File: src/rtl/reg_bank_arb.sv
// reg_bank_arb: two-requester write arbiter in front of a small register bank.
//
// A request seen in IDLE is granted on the next edge (one-cycle registered gnt
// pulse). The winner's addr/data are captured into holding registers, and the
// bank is written on the edge that ends the grant cycle. When both requesters
// are active, a round-robin pointer picks the winner. After each write the
// pointer moves to the requester that lost.
//
// Parameters:
//   WIDTH  data bits per bank entry
//   DEPTH  number of bank entries (addresses are taken modulo DEPTH)
//
// Ports:
//   Clk                  clock, rising edge
//   rst                  asynchronous, active-low reset
//   req0/addr0/data0     write request, target entry and data, requester 0
//   req1/addr1/data1     write request, target entry and data, requester 1
//   gnt0, gnt1           registered one-cycle grant pulses
//   busy                 high while a write is in progress (WRITE state)
//   raddr                read address
//   rdata                combinational read of the registered bank at raddr
//   wr_cnt               saturating count of completed writes
//                        (present only when ARB_STATS_EN is defined)
//
// Optional feature macro: ARB_STATS_EN

module reg_bank_arb #(
    parameter int unsigned WIDTH = 4,
    parameter int unsigned DEPTH = 4,
    localparam int unsigned AW   = (DEPTH > 1) ? $clog2(DEPTH) : 1
) (
    input  logic             Clk,
    input  logic             rst,
    input  logic             req0,
    input  logic [AW-1:0]    addr0,
    input  logic [WIDTH-1:0] data0,
    input  logic             req1,
    input  logic [AW-1:0]    addr1,
    input  logic [WIDTH-1:0] data1,
    output logic             gnt0,
    output logic             gnt1,
    output logic             busy,
    input  logic [AW-1:0]    raddr,
`ifdef ARB_STATS_EN
    output logic [7:0]       wr_cnt,
`endif
    output logic [WIDTH-1:0] rdata
);

    typedef enum logic {
        IDLE  = 1'b0,
        WRITE = 1'b1
    } state_e;

    // Fold an address into the bank range (identity when DEPTH is a power of two).
    function automatic logic [AW-1:0] fold_addr(input logic [AW-1:0] a);
        return AW'(32'(a) % DEPTH);
    endfunction

    state_e           state_q, state_d;
    logic             ptr_q, ptr_d;       // 0: requester 0 has priority
    logic             win_q, win_d;       // requester granted in this WRITE
    logic [AW-1:0]    haddr_q, haddr_d;
    logic [WIDTH-1:0] hdata_q, hdata_d;
    logic             gnt0_q, gnt0_d;
    logic             gnt1_q, gnt1_d;
    logic             busy_q, busy_d;
    logic             wr_en_c;
    logic             any_req_c;
    logic             pick1_c;

    logic [WIDTH-1:0] bank_q [DEPTH];

    // Requester 1 wins when it is alone, or when both ask and it holds priority.
    assign any_req_c = req0 | req1;
    assign pick1_c   = req1 & (~req0 | ptr_q);

    // State register plus registered outputs and holding registers.
    always_ff @(posedge Clk or negedge rst) begin
        if (!rst) begin
            state_q <= IDLE;
            ptr_q   <= 1'b0;
            win_q   <= 1'b0;
            haddr_q <= '0;
            hdata_q <= '0;
            gnt0_q  <= 1'b0;
            gnt1_q  <= 1'b0;
            busy_q  <= 1'b0;
        end else begin
            state_q <= state_d;
            ptr_q   <= ptr_d;
            win_q   <= win_d;
            haddr_q <= haddr_d;
            hdata_q <= hdata_d;
            gnt0_q  <= gnt0_d;
            gnt1_q  <= gnt1_d;
            busy_q  <= busy_d;
        end
    end

    // Next-state logic.
    always_comb begin
        state_d = state_q;
        unique case (state_q)
            IDLE:    if (any_req_c) state_d = WRITE;
            WRITE:   state_d = IDLE;
            default: state_d = IDLE;
        endcase
    end

    // Output / datapath control: grant and capture on IDLE->WRITE, commit on WRITE->IDLE.
    always_comb begin
        gnt0_d  = 1'b0;
        gnt1_d  = 1'b0;
        busy_d  = 1'b0;
        ptr_d   = ptr_q;
        win_d   = win_q;
        haddr_d = haddr_q;
        hdata_d = hdata_q;
        wr_en_c = 1'b0;
        unique case (state_q)
            IDLE: begin
                if (any_req_c) begin
                    busy_d  = 1'b1;
                    gnt0_d  = ~pick1_c;
                    gnt1_d  = pick1_c;
                    win_d   = pick1_c;
                    haddr_d = pick1_c ? fold_addr(addr1) : fold_addr(addr0);
                    hdata_d = pick1_c ? data1 : data0;
                end
            end
            WRITE: begin
                wr_en_c = 1'b1;
                ptr_d   = ~win_q;
            end
            default: begin
                wr_en_c = 1'b0;
            end
        endcase
    end

    // Register bank; an async reset during WRITE aborts the pending commit.
    always_ff @(posedge Clk or negedge rst) begin
        if (!rst) begin
            for (int i = 0; i < int'(DEPTH); i++) begin
                bank_q[i] <= '0;
            end
        end else if (wr_en_c) begin
            bank_q[haddr_q] <= hdata_q;
        end
    end

`ifdef ARB_STATS_EN
    logic [7:0] wr_cnt_q, wr_cnt_d;

    // Completed-write counter, saturating at 255.
    always_comb begin
        wr_cnt_d = wr_cnt_q;
        if (wr_en_c && (wr_cnt_q != 8'hFF)) begin
            wr_cnt_d = wr_cnt_q + 8'd1;
        end
    end

    always_ff @(posedge Clk or negedge rst) begin
        if (!rst) begin
            wr_cnt_q <= 8'd0;
        end else begin
            wr_cnt_q <= wr_cnt_d;
        end
    end

    assign wr_cnt = wr_cnt_q;
`endif

    assign gnt0  = gnt0_q;
    assign gnt1  = gnt1_q;
    assign busy  = busy_q;
    assign rdata = bank_q[fold_addr(raddr)];

endmodule

File: config.mk
export PLATFORM = sky130hd
export DESIGN_NAME = reg_bank_arb
export DESIGN_NICKNAME = d
export VERILOG_FILES = /design/src/rtl/reg_bank_arb.sv
export SDC_FILE = /design/constraint.sdc
export NUM_CORES = 1
export LEC_CHECK = 0
export BUFFER_PORTS_ARGS = -buffer_cell sky130_fd_sc_hd__buf_2
export CORE_MARGIN = 2
export CORE_UTILIZATION = 52
export CTS_CLUSTER_DIAMETER = 100
export DETAILED_ROUTE_END_ITERATION = 16
export PLACE_DENSITY_LB_ADDON = 0.2
export REMOVE_ABC_BUFFERS = 1
export SYNTH_ARGS = -nofsm -noshare
export SYNTH_HDL_FRONTEND = slang
export SYNTH_SLANG_ARGS = --single-unit
File: constraint.sdc
create_clock -name Clk -period 1.3 [get_ports Clk]
set_input_delay 0.065 -clock Clk [delete_from_list [all_inputs] [get_ports Clk]]
set_output_delay 0.065 -clock Clk [all_outputs]
set_load 0.02 [all_outputs]
==> results.md <==
* DRT Pass-1 Iters at 4
* Area grow syn2layout at 22.7%
* Clock slew at reported path FFs at 0.13 ns
* #FFs+latches synth at 27
* Initial Utilization at 54.5%
* Core Box Area at 2190 µm²
* Hold path depth at 3
* Die area at 2700 µm²
* DRT antenna net count at 0
* Slew Limit Fails at 0
* Worst-case hold path end point: hdata_q[3]
* Sequential area share after synthesis at 56.5%
* Area of the multi-input gates at 497 µm²
* Post-DP HPWL at 1.49 mm
* CTS Sinks at 27
* Status: finished with violations
* RSZ-0062 raised after global routing: true
* Initial antenna violation count at 0
* CTS tree: done
* Post-synth cell types at 18
* Violated checks: negative setup slack
* Critical Path Start Type: flip-flop
* Hold Path Class: input pin to flip-flop
* Min Tclk post-route at roughly 1.4 ns
* Setup bufs post-CTS at 0
* Tightest Pin Transition at 0.566 ns
* Relative slew margins at 62.3%
* Die width at 51.9 µm
* TritonCTS Buffers at 3
* Mapped cell area at about 1200 µm²
* CP Class: flip-flop to output port
* Max H-tree Level at 1
* Final design utilization at 66.9%
* Post-synthesis area per instance at 13.3 µm²
* Total number of vias at 817
* Clk_lat worst skew at 0.32 ns
* Vias in the first global route at 827
* ANT cells at 0
* Asr flop ratio synth at between 90% and 100%
* Period Utilization, post-route at 109%
* Leakage at 0.633 nW
* Worst setup startpoint: bank_q[3]
* Crit. End Element: output port
* Synth area leaders: dfrtp_1, mux2_2, mux4_2, a21oi_1, a31oi_1
* Vias per cell at around 5.4
* Total grt overflow at 0
* Final Setup Violations at 4
* Most frequent cell after synthesis: dfrtp_1
* Worst Path Arrival at 1.35 ns
* Final #Nets at 142
* Fmax at 0.708 GHz
* WP data required at 1.24 ns
* Post-Syn Instances at 90
* Sequential cell area at 676 µm²
* Initial DRC Count at 13
* DR WL/cell at 13.6 µm
* First-pass GRT wire length at 3.65 mm
* Pwr Density at 1780 nW/µm²
* Max-cap viol count at 0
* DRC Markers at 0
* Flop-to-flop setup slack at 0.08 ns
* Row count at 17
* Port-buffer cells at 24
* Maximum vdd drop at about 0.0011 V
* Count of boundary I/O pins at 25
* Largest net degree at the start of global routing at 28
* Commonest cells in the netlist: dfrtp_1, mux2_2, a21oi_1, nor2_1, o21ai_0
* Fillcell total at 169
* Post-synth EDFFs at 0
* Worst Skew at around 0.001 ns
* HP Start: data1[3]
* Gr usage total at 19.3%
* CTS root buf: clkbuf_4
* Top FF cell, synth: dfrtp_1
* Critical Path Fanout Max at 2
* Place WS at 0.0886 ns
* Share of cells above drive strength 1 at 42.3%
* Crit Reg-Reg Endpoint: bank_q[15]
* Clock tree buffer depth at 2
* Cell taking the most area after synthesis: dfrtp_1
* R2R Path Start: haddr_q[1]
* Drt total wl at 2.06 mm
* Final worst slack at -0.113 ns
* R2R cell count at 2
* Gp weighted congestion at between 0.7 and 0.8
* Synthesis Warnings at 0
* Yosys top cell area share at around 57%
* Fin. Hold Viols at 0
* Die Height at 51.9 µm
## how the worst max path moves through the flow
stage                  to  slack (ns)  cells past startpoint
2_1_floorplan  bank_q[12]       -0.02                      2
3_3_place_gp   bank_q[14]        0.12                      2
3_5_place_dp   bank_q[15]        0.09                      2
4_1_cts          rdata[3]       -0.14                      2
5_1_grt          rdata[2]       -0.17                      2
6_report         rdata[3]       -0.11                      2
## cell type report
cell class	instances	area share, %
well taps	28	2.39
repair buffers	32	15.2
clock buffers	4	1.79
inverters	2	0.683
multi-input cells	58	33.9
flip-flops and latches	27	46.1
## flip-flops by register name, summed over array words and instances, names as in the netlist
register	cells
haddr_q	2
hdata_q	4
ptr_q	1
busy	1
bank_q	16
gnt0	1
win_q	1
gnt1	1
## kinds of logic after synthesis
logic type,after synthesis,share of synthesized area (%)
multiplexers,20,22.6
AO/OA/AOI/OAI,22,11.0
AND/OR/NAND/NOR,16,7.43
flip-flops,27,56.5
buffers and inverters,5,2.41
## power breakdown
part	internal (W)	switching [W]
sequential	0.00116	0.000191
combinational	0.000547	0.000361
clock	0.000120	0.000229
## stage by stage
step	setup TNS [ns]	hold slack (ns)	total power [W]	cells	cell area [µm²]
2_1_floorplan	-0.0937	-0.231	0.00192	87	1170
3_3_place_gp	0	0.0886	0.00214	140	1340
3_5_place_dp	0	0.0975	0.00217	140	1340
4_1_cts	-0.520	0.0391	0.00264	151	1460
5_1_grt	-0.639	0.0590	0.00278	151	1470
6_report	-0.417	0.0576	0.00261	151	1470
## worst max-delay path: stages, from the launching register on
cell     delay [ns]
dfrtp_1        0.40
mux4_2         0.48
buf_6          0.15
## layer usage
metal,vias to the layer above,part of all wire (%),GRT usage (%)
met3,5,4.3,3.45
met4,0,2.6,11.8
met1,389,43,24.4
met5,-,0,0
li1,396,-,-
met2,27,50,30.6
## layout by cell type, fill, tap and decap left out
cell type	netlist	layout
dfrtp_1	27	27
buf_2	2	20
mux2_2	16	16
nor2_1	8	8
a21oi_1	8	8
o21ai_0	7	7
dlygate4sd3_1	0	7
a31oi_1	6	5
mux4_2	4	4
buf_6	1	4
clkbuf_4	0	3
nand2_1	2	2
nand3b_1	2	2
o21bai_4	1	1
inv_4	0	1
nand2b_1	1	1
nor3b_4	1	1
inv_1	1	1
nor2b_1	1	1
nand3_1	1	1
a31oi_2	0	1
clkbuf_1	0	1
buf_4	0	1
## repair_timing
item	in CTS	in global routing
cloned	0	0
endpoints found under the setup margin	4	5
endpoints found under the hold margin	33	0
resized for setup	8	2
hold buffers	7	0
(Power assumes the default switching activity.)
